File: src/rtl/wb_write_queue.sv
// wb_write_queue: in-order writeback buffer between the result path and the
// register file write port. Accepts writes via valid/ready, drains one entry
// per cycle unless held, and offers a forwarding lookup on rs1/rs2.
// Optional feature macro: WB_QUEUE_FWD_EN (builds the forwarding lookup;
// when undefined the fwd* outputs are tied to zero).
module wb_write_queue #(
    parameter int unsigned DEPTH = 4,
    parameter int unsigned XLEN  = 32
) (
    input  logic                     clk,
    input  logic                     rst_n,
    input  logic                     in_valid,
    output logic                     in_ready,
    input  logic [4:0]               in_rd,
    input  logic [XLEN-1:0]          in_data,
    input  logic                     hold,
    output logic                     RegWrite,
    output logic [4:0]               rd,
    output logic [XLEN-1:0]          WriteData,
    input  logic [4:0]               rs1,
    input  logic [4:0]               rs2,
    output logic                     fwd1_hit,
    output logic                     fwd2_hit,
    output logic [XLEN-1:0]          fwd1_data,
    output logic [XLEN-1:0]          fwd2_data,
    output logic [$clog2(DEPTH):0]   count
);

    localparam int unsigned AW = $clog2(DEPTH);
    localparam int unsigned PW = AW + 1;

    logic [PW-1:0]   wptr_q, wptr_d;
    logic [PW-1:0]   rptr_q, rptr_d;
    logic [4:0]      rd_mem_q   [DEPTH];
    logic [4:0]      rd_mem_d   [DEPTH];
    logic [XLEN-1:0] data_mem_q [DEPTH];
    logic [XLEN-1:0] data_mem_d [DEPTH];

    logic [AW-1:0]   head_idx;
    logic [AW-1:0]   tail_idx;
    logic            empty_c;
    logic            full_c;
    logic            push_c;
    logic            pop_c;

    // Occupancy status decoded from the extended pointers.
    always_comb begin
        head_idx = rptr_q[AW-1:0];
        tail_idx = wptr_q[AW-1:0];
        empty_c  = (wptr_q == rptr_q);
        full_c   = (head_idx == tail_idx) && (wptr_q[AW] != rptr_q[AW]);
        count    = wptr_q - rptr_q;
    end

    // Drain port, handshake and push/pop qualification.
    always_comb begin
        RegWrite  = !empty_c && !hold;
        rd        = RegWrite ? rd_mem_q[head_idx] : 5'd0;
        WriteData = RegWrite ? data_mem_q[head_idx] : '0;
        in_ready  = !full_c || RegWrite;
        pop_c     = RegWrite;
        // x0 writes complete the handshake but are never stored.
        push_c    = in_valid && in_ready && (in_rd != 5'd0);
    end

    // Next pointer and storage state.
    always_comb begin
        wptr_d     = wptr_q + PW'(push_c);
        rptr_d     = rptr_q + PW'(pop_c);
        rd_mem_d   = rd_mem_q;
        data_mem_d = data_mem_q;
        if (push_c) begin
            rd_mem_d[tail_idx]   = in_rd;
            data_mem_d[tail_idx] = in_data;
        end
    end

    // State registers; reset discards every pending write.
    always_ff @(posedge clk or negedge rst_n) begin
        if (!rst_n) begin
            wptr_q <= '0;
            rptr_q <= '0;
            for (int unsigned i = 0; i < DEPTH; i++) begin
                rd_mem_q[i]   <= 5'd0;
                data_mem_q[i] <= '0;
            end
        end else begin
            wptr_q     <= wptr_d;
            rptr_q     <= rptr_d;
            rd_mem_q   <= rd_mem_d;
            data_mem_q <= data_mem_d;
        end
    end

`ifdef WB_QUEUE_FWD_EN
    logic [AW-1:0] fwd_idx;

    // Forwarding lookup: walk head to tail so the newest match wins.
    always_comb begin
        fwd1_hit  = 1'b0;
        fwd2_hit  = 1'b0;
        fwd1_data = '0;
        fwd2_data = '0;
        fwd_idx   = '0;
        for (int unsigned i = 0; i < DEPTH; i++) begin
            fwd_idx = head_idx + AW'(i);
            if (PW'(i) < count) begin
                if ((rs1 != 5'd0) && (rd_mem_q[fwd_idx] == rs1)) begin
                    fwd1_hit  = 1'b1;
                    fwd1_data = data_mem_q[fwd_idx];
                end
                if ((rs2 != 5'd0) && (rd_mem_q[fwd_idx] == rs2)) begin
                    fwd2_hit  = 1'b1;
                    fwd2_data = data_mem_q[fwd_idx];
                end
            end
        end
    end
`else
    logic unused_lookup;

    // Lookup not built: forwarding outputs tied off, lookup indices unused.
    always_comb begin
        fwd1_hit      = 1'b0;
        fwd2_hit      = 1'b0;
        fwd1_data     = '0;
        fwd2_data     = '0;
        unused_lookup = ^{rs1, rs2};
    end
`endif

endmodule

File: config.mk
export PLATFORM = sky130hd
export DESIGN_NAME = wb_write_queue
export DESIGN_NICKNAME = d
export VERILOG_FILES = /design/src/rtl/wb_write_queue.sv
export SDC_FILE = /design/constraint.sdc
export NUM_CORES = 1
export LEC_CHECK = 0
export CORE_UTILIZATION = 45
export DETAILED_ROUTE_END_ITERATION = 10
export HOLD_SLACK_MARGIN = 0.12
export PLACE_DENSITY = 0.83
export SLEW_MARGIN = 0
export SYNTH_ARGS = -nofsm -noshare
export SYNTH_HDL_FRONTEND = slang
export SYNTH_SLANG_ARGS = --single-unit
export TNS_END_PERCENT = 50
File: constraint.sdc
create_clock -name clk -period 3.2 [get_ports clk]
set_input_delay 0.32 -clock clk [delete_from_list [all_inputs] [get_ports clk]]
set_output_delay 0.32 -clock clk [all_outputs]
set_load 0.005 [all_outputs]
Word level (Yosys, flattened, before mapping):

Cells that the tools add are included.

* register bits: 154
* output and inout port bits: 108
* word-level logic and storage cells: 45

* order comparisons: 3
* bitwise operators: 2
* muxes and demuxes: 14
* $add $sub $neg: 3
* reductions and logical operators: 10
* eq/ne operators: 3

Operators by type and width (number)
* 128-bit bitwise mux: 1
* 32-bit two-way mux: 4
* 32-bit binary-select mux with 2-bit select: 1
* 32-bit demux with 2-bit select: 1
* 20-bit bitwise mux: 1
* 5-bit two-way mux: 4
* 5-bit binary-select mux with 2-bit select: 1
* 5-bit demux with 2-bit select: 1
* 3-bit by 1-bit adder with 3-bit output: 2
* 3-bit greater-or-equal comparator (second input constant): 2
* 2-bit NOT with 3-bit output: 2
* 1-bit logical AND: 5
* 5-bit nonzero test: 1
* 3-bit equality test: 1
* 1-bit logical NOT: 3
* 3-bit by 1-bit less-than comparator with 1-bit output (second input constant): 1
* 3-bit subtractor: 1
* 2-bit equality test: 1
* 1-bit logical OR: 1
* 1-bit != test: 1

Depth between registers and ports, before layout:

Gate-level depths: netlist of run 1.

* depth after elaboration: 7
* mapped depth: 10
* depth with buffers taken out: 8

Least setup slack after synthesis of run 1:

OpenSTA, ideal clock, no wires.

* path type: reg2reg
* start point: reg rptr_q[1]
* end point: reg data_mem_q[0] (netlist name)
* path buffers: 3
* period minus slack after synthesis: 2.822 ns
* setup slack: 0.378 ns
* arrival: 2.697 ns
* cell stages (with the launch flop): 10
* cells stage by stage: dfrtp_1 > clkbuf_1 > buf_1 > inv_1 > ha_1 > nand3_1 > nor2_4 > nor4_4 > buf_6 > mux2_4

* cells in the longest elaborated chain, start to end: 6

RTL lines
* from (decl): RTL line 33 `logic [PW-1:0] rptr_q, rptr_d;`
* from (signal assigned): RTL line 89 `rptr_q <= rptr_d;`
* 3-bit equality test or 2-bit equality test (tied branches): RTL line 50, 51
* 1-bit logical NOT or 1-bit logical AND (tied branches): RTL line 57, 51
* 1-bit logical AND or 1-bit logical NOT (tied branches): RTL line 57, 60
* 1-bit logical OR (*): RTL line 60 `in_ready = !full_c || RegWrite;`
* 1-bit logical AND (*) (2 in a row): RTL line 63 `push_c = in_valid && in_ready && (in_rd != 5'd0);`
* to (signal assigned): RTL line 91 `data_mem_q <= data_mem_d;`
* to (decl): RTL line 36 `logic [XLEN-1:0] data_mem_q [DEPTH];`

Every way passes the cells marked *; elsewhere a longest branch is shown, timed or not.
A chain may end at the register's enable or synchronous reset.

Worst setup path after layout of run 1:

* start point: reg rptr_q[0]
* end point: out rd[2]

* cells in the longest elaborated chain, start to end: 5

RTL lines
* 2-bit NOT with 3-bit output (not written as such): RTL line 58 `rd = RegWrite ? rd_mem_q[head_idx] : 5'd0;`
* 5-bit binary-select mux with 2-bit select: RTL line 58
* 5-bit two-way mux (not written as such) (2 in a row): RTL line 58
* 5-bit two-way mux (*): RTL line 58
* to (decl): RTL line 18 `output logic [4:0] rd,`

Every way passes the cells marked *; elsewhere a longest branch is shown, timed or not. The select of a mux whose other input is x is not followed.

==> impl_results.md, run 1 <==
* Status: finished clean
* Starting DRT DRC Count at 141
* Crit path DAT at 2.70 ns
* First-pass GRT wire length at 25160 um
* Crit-path max cell delay at 0.65 ns
* Sw frac at 0.2884
* Clock-pin slew on the worst setup and hold paths at ~0.06 ns
* Hpwl dp at 9526 um
* Register area share after synthesis at 0.4802
* Peak supply drop at 1286 uV
* Largest cells by area after synthesis: dfrtp_1 (48%), mux2_4 (22%), mux4_2 (10%)
* Vias in the first global route at 4500
* Via count at between 4000 and 5000
* Commonest non-fill, non-tap cell in the layout: dfrtp_1
* Clk_skew at 0.007647 ns
* GRT overflow at 0
* Clock Latency Late Sink at roughly 0.42 ns
* Critical path type: flip-flop to primary output
* Post-CTS Hold Fix Bufs at 0
* Synthesis-stage register bit count at 154
* DR pass1 iterations at 4
* Tcrit/Tclk final at 0.9440
* Die height at between 100 and 150 um
* Min-delay worst type: primary input to asynchronous set/reset pin
* Post-Route Utilization at 0.5413
* Psw at about 0.0030 W
* # H-tree levels at 4
* Pleak at 4.114 nW
* Relative slew slack at 0.2421
* CTS Buffer Depth at 2
* # rows at 48
* Worst EP required at 2.88 ns
* Vias per cell at 5.029
* Pint at 0.007419 W
* Layout cells sized above 1 at 0.4017
* Worst Setup End Kind: primary output
* Clock sinks at 154
* Endpoints failing setup at 0
* Final #Nets at 641
* Die area at 18370 sq um
* Final Hold Vio Count at 0
* Yosys top cell by area: dfrtp_1
* Pins Over Slew Limit at 0
* Initial Utilization at 0.4624
* Setup Fix Bufs, Post-CTS at 0
* Crit-path leading delay family: buffers and inverters
* Power share of the clock group at 0.196
* Worst path cell trace: buf_4 -> mux4_2 -> nor2b_1 -> clkdlybuf4s50_1
* Gr usage total at 0.1830
* Sequential power share at 0.340
* Detail Route Antenna Nets at 0
* Initial antenna violation count at 0
* Critical path depth at 4
* Post_cts resized at 1
* Die Wd at 135.5 um
* CP max-delay cell: buf_4
* Routed WL per cell at 18.84 um
* Top cell type's share of synthesized area at 0.4802
* Core area at around 17000 sq um
* Pwr per Cell Area at between 1000 and 1500 nW/um^2
* Final Critical Period at slightly above 3 ns
* Antenna Cells at 0
* Final WL at 15450 um
* Area grow syn2layout at 17.07%
* Port Buffers at 82
* Setup_tns at 0 ns
* CP Launch Type: flip-flop
* Fmax at 331.0 MHz
* Yosys cell types at 24
* Avg Cell Area, Syn at 16.21 sq um
* Reg2reg path depth at 7
* Commonest non-fill, non-tap cells in the layout: dfrtp_1 (152), mux2_4 (120), clkdlybuf4s50_1 (81), conb_1 (66)
* Mapped Area at 8025 sq um
* Clock root cell: clkbuf_16
* CTS tree: built
* MaxCap Viol Count at 0
* I/O pin cnt at 159
* Ys Warns at 0
* Largest net degree at the start of global routing at 130
* Combinational power share at 0.464
* Crit-path max FO at 38
* TritonCTS Buffers at 17
* RSZ-0062 raised after global routing: false
* GP Congestion at 0.7498
* # DRC at 0
* Cells after Synth at 495
* WP buf/inv at 2
* Measured slew at the worst slew-check pin at between 1 and 1.5 ns
per-layer routing:
layer  routed length (um)  GRT usage
met5                    0          0
met1                 6999     0.2458
met2                 7729     0.2951
met3                  501    0.03143
met4                  222    0.07241
worst paths after layout:
| check | start | to | slack [ns] |
|---|---|---|---|
| min in group clk | data_mem_q[95] | data_mem_q[95] | 0.50 |
| max reg2reg | wptr_q[0] | rd_mem_q[1] | 0.71 |
| max | rptr_q[0] | rd[2] | 0.18 |
| min | rst_n | data_mem_q[31] | 0.11 |
| min reg2reg | data_mem_q[95] | data_mem_q[95] | 0.50 |
| max in group asynchronous | rst_n | data_mem_q[110] | 2.21 |
synth_stat cells, drive strengths merged:
cell type / instances
or4: 1
xnor2: 2
nor2b: 37
clkbuf: 7
mux4: 37
dfrtp: 154
mux2: 148
buf: 83
nor4: 4
nand3: 1
xor2: 2
inv: 7
a31o: 1
fa: 1
o21ai: 1
conb: 1
ha: 6
nor2: 2
power by group through the flow:
| stage | clock (W) | combinational, W | sequential [W] |
|---|---|---|---|
| 6_report | 0.00205 | 0.00483 | 0.00355 |
| 5_1_grt | 0.00217 | 0.00518 | 0.00366 |
| 4_1_cts | 0.00209 | 0.00491 | 0.00355 |
| 3_5_place_dp | 0 | 0.00485 | 0.00356 |
| 3_3_place_gp | 0 | 0.00475 | 0.00345 |
| 2_1_floorplan | 0 | 0.00360 | 0.00335 |
state kept, by name, indices dropped and copies added (netlist names):
signal	flops
rptr_q	3
data_mem_q	128
wptr_q	3
rd_mem_q	20
cell families after synthesis:
group                      count (synthesis)  share of synthesized area
adders and majority gates                  7                    0.01185
and+or+nand+nor                           45                    0.04334
buffers and inverters                     97                    0.08809
AOI/OAI and AO/OA                          2                   0.003119
muxes                                    185                     0.3676
xor gates and xnor gates                   4                   0.005302
DFF                                      154                     0.4802
other                                      1                  0.0004673
through the flow:
stage	hold slack [ns]	area (sq um)	std cells	setup slack, ns	power, W
CTS	0.1469	9395	820	0.09666	0.01055
finish	0.1062	9395	820	0.1793	0.01043
global route	0.2089	9395	820	0.02518	0.01102
global placement	0.4833	8785	789	0.4896	0.008203
floorplan	0.02441	8269	560	0.3781	0.006953
detailed placement	0.4887	8785	789	0.3733	0.008411
worst reg2reg max path, stage by stage, from the launching register on:
cell,delay (ns)
dfrtp_1,0.47
inv_1,0.17
ha_1,0.37
nand3_1,0.13
nor2_4,0.09
nor4_4,0.26
buf_4,0.48
mux2_2,0.40
layout make-up:
class	count	area, sq um
Multi-Input combinational cell	309	3717
Clock buffer	20	456.7
Fill cell	1345	7961
Clock inverter	11	145.1
Sequential cell	154	3856
Timing Repair Buffer	94	912.1
Inverter	7	26.28
Tap cell	225	281.5
Note: power is estimated with default switching activity, not from simulation.
==> run 2, diff against run 1 <==
Settings changed: CTS_CLUSTER_DIAMETER from default to 100, PLACE_DENSITY 0.83 to 0.86.
Clock period 3.2 ns to 2.73 ns, I/O delays scaled along.
==> run 2 against run 1 <==
Effect of this change: sequential share of layout area is 0.56 points lower; hold slack better by 0.11 ns; sequential power is 17% higher; via count is 0.61% lower; final cell count stayed put; flip-flop and latch count stayed put; count of clock-buffer cells in the layout is 2 higher.
==> impl_results.md, run 2 (synthesis gave the netlist of run 1 again) <==
* Setup_tns at 0 ns
* Final #Nets at 640
* Pwr per Cell Area at 1306 nW/um^2
* Clock sinks at 154
* Worst Setup End Kind: primary output
* Port Buffers at 82
* Worst setup endpoint: WriteData[1]
* Antenna Cells at 0
* Gr usage total at 0.1848
* Final Hold Vio Count at 0
* Critical path depth at 5
* Reg area at 3859 sq um
* Clk_skew at 0.006913 ns
* Measured slew at the worst slew-check pin at about 0.70 ns
* Final Critical Period at 2.635 ns
* GP Congestion at 0.7083
* DR pass1 iterations at 4
* Initial Utilization at 0.4624
* # DRC at 0
* GRT overflow at 0
* CP max-delay cell: clkdlybuf4s50_1
* CTS Buffer Depth at 2
* Pins Over Slew Limit at 0
* Pleak at 4.134 nW
* Die Wd at between 100 and 150 um
* Worst path cell trace: ha_1 -> a31o_2 -> buf_12 -> nor2b_1 -> clkdlybuf4s50_1
* MaxCap Viol Count at 0
* Die area at 18370 sq um
* Reg2reg setup slack at 0.56 ns
* I/O pin cnt at ~160
* Max FFs per register at 128
* Vias in the first global route at 4613
* First-pass GRT wire length at 25410 um
* Area grow syn2layout at 18.76%
* Worst EP required at about 2.5 ns
* # rows at 48
* Clock Latency Late Sink at around 0.42 ns
* Min-delay worst type: primary input to asynchronous set/reset pin
* Final WL at 15380 um
* Critical path type: flip-flop to primary output
* Commonest non-fill, non-tap cells in the layout: dfrtp_1 (150), mux2_4 (120), clkdlybuf4s50_1 (81), conb_1 (66), mux4_2 (37)
* Clock root cell: clkbuf_16
* Die height at 135.5 um
* Crit-path leading delay family: buffers and inverters
* Crit-path max FO at 38
* Layout cells sized above 1 at 0.4101
* R2r endpoint: rd_mem_q[0]
* Endpoints failing setup at 0
* TritonCTS Buffers at 17
* Reg2reg path depth at 6
* Core area at ~17000 sq um
* Fmax at ~380 MHz
* Via count at between 4000 and 5000
* Biggest registers after layout: data_mem_q: 128 flops, rd_mem_q: 20 flops
* Peak supply drop at ~1300 uV
* Area of the multi-input gates at 3719 sq um
* Tcrit/Tclk final at 0.9653
* CP Launch Type: flip-flop
* Fillers at 1325
* Starting DRT DRC Count at 163
* Reg2reg start: wptr_q[1]
* Commonest non-fill, non-tap cell in the layout: dfrtp_1
* Crit-path max cell delay at 0.53 ns
* Crit path DAT at 2.36 ns
* # H-tree levels at 4
* Hpwl dp at 9312 um
* Detail Route Antenna Nets at 0
* CTS tree: built
* Vias per cell at roughly 5.0
* Initial antenna violation count at 0
* Status: finished clean
* Worst setup startpoint: wptr_q[1]
* Relative slew slack at 0.5307
* Clock-pin slew on the worst setup and hold paths at 0.06 ns
* WP buf/inv at 2
* Routed WL per cell at 18.76 um
* Post-Route Utilization at 0.5491
* Biggest register: data_mem_q
* RSZ-0062 raised after global routing: false
* Largest net degree at the start of global routing at 89
[run 2: changes by cell type in the layout (fill, tap and decap cells not counted), sizes merged]
cell / change
bufinv: +1
clkinvlp: +4
clkinv: -6
clkbuf: +2
buf: -2
dlygate4sd3: +1
[run 2: worst min-delay path by stage]
stage / start / end / slack [ns] / depth (start not counted)
floorplan: rst_n / data_mem_q[0] / -0.02 / 0
global placement: rst_n / data_mem_q[63] / 0.09 / 1
detailed placement: rst_n / data_mem_q[31] / 0.09 / 1
CTS: rst_n / data_mem_q[95] / 0.21 / 2
global route: rst_n / data_mem_q[95] / 0.22 / 2
finish: rst_n / data_mem_q[95] / 0.22 / 2
[run 2: where the power goes]
group          leakage (nW)  total [W]  internal, W  switching (W)
Clock                 0.299    0.00252      0.00160       0.000915
Sequential             1.82    0.00417      0.00348       0.000688
Combinational          2.01    0.00576      0.00384        0.00192
Total                  4.13     0.0124      0.00893        0.00352
[run 2: layout make-up]
type,instances,area share
flip-flops and latches,154,0.4049
clock inverters,10,0.01720
inverters,7,0.002757
clock buffers,22,0.04976
multi-input cells,309,0.3902
repair buffers,93,0.1057
well taps,225,0.02954
[run 2: routing by layer]
layer,up-vias,track usage,wire length [um]
met4,0,0.05868,212
li1,1793,-,-
met3,20,0.04489,590
met1,2177,0.2444,6900
met2,109,0.2988,7678
met5,-,0,0
[run 2: worst register-to-register path, delay by kind of cell (launching register included)]
| kind | cells | cell delay, ns |
|---|---|---|
| buffers and inverters | 1 | 0.34 |
| DFF | 1 | 0.46 |
| muxes | 1 | 0.39 |
| and+or+nand+nor | 3 | 0.54 |
| adders and majority gates | 1 | 0.33 |
[run 2: timing repair]
item / 4_1_cts / 5_1_grt
hold endpoints to repair: 103 / 0
endpoints found under the setup margin: 38 / 18
hold buffers: 1 / 0
setup buffers: 0 / 1
resized for setup: 4 / 3
[run 2: metrics by stage]
step	power [W]	worst slack (ns)	cells	area, sq um	hold WS (ns)
detailed placement	0.009977	0.2820	786	8862	0.09215
global placement	0.009687	0.3294	786	8862	0.08789
finish	0.01245	0.09474	820	9530	0.2197
global route	0.01321	0.007626	820	9530	0.2228
floorplan	0.008152	0.1259	560	8272	-0.02259
CTS	0.01259	0.0001232	819	9517	0.2055
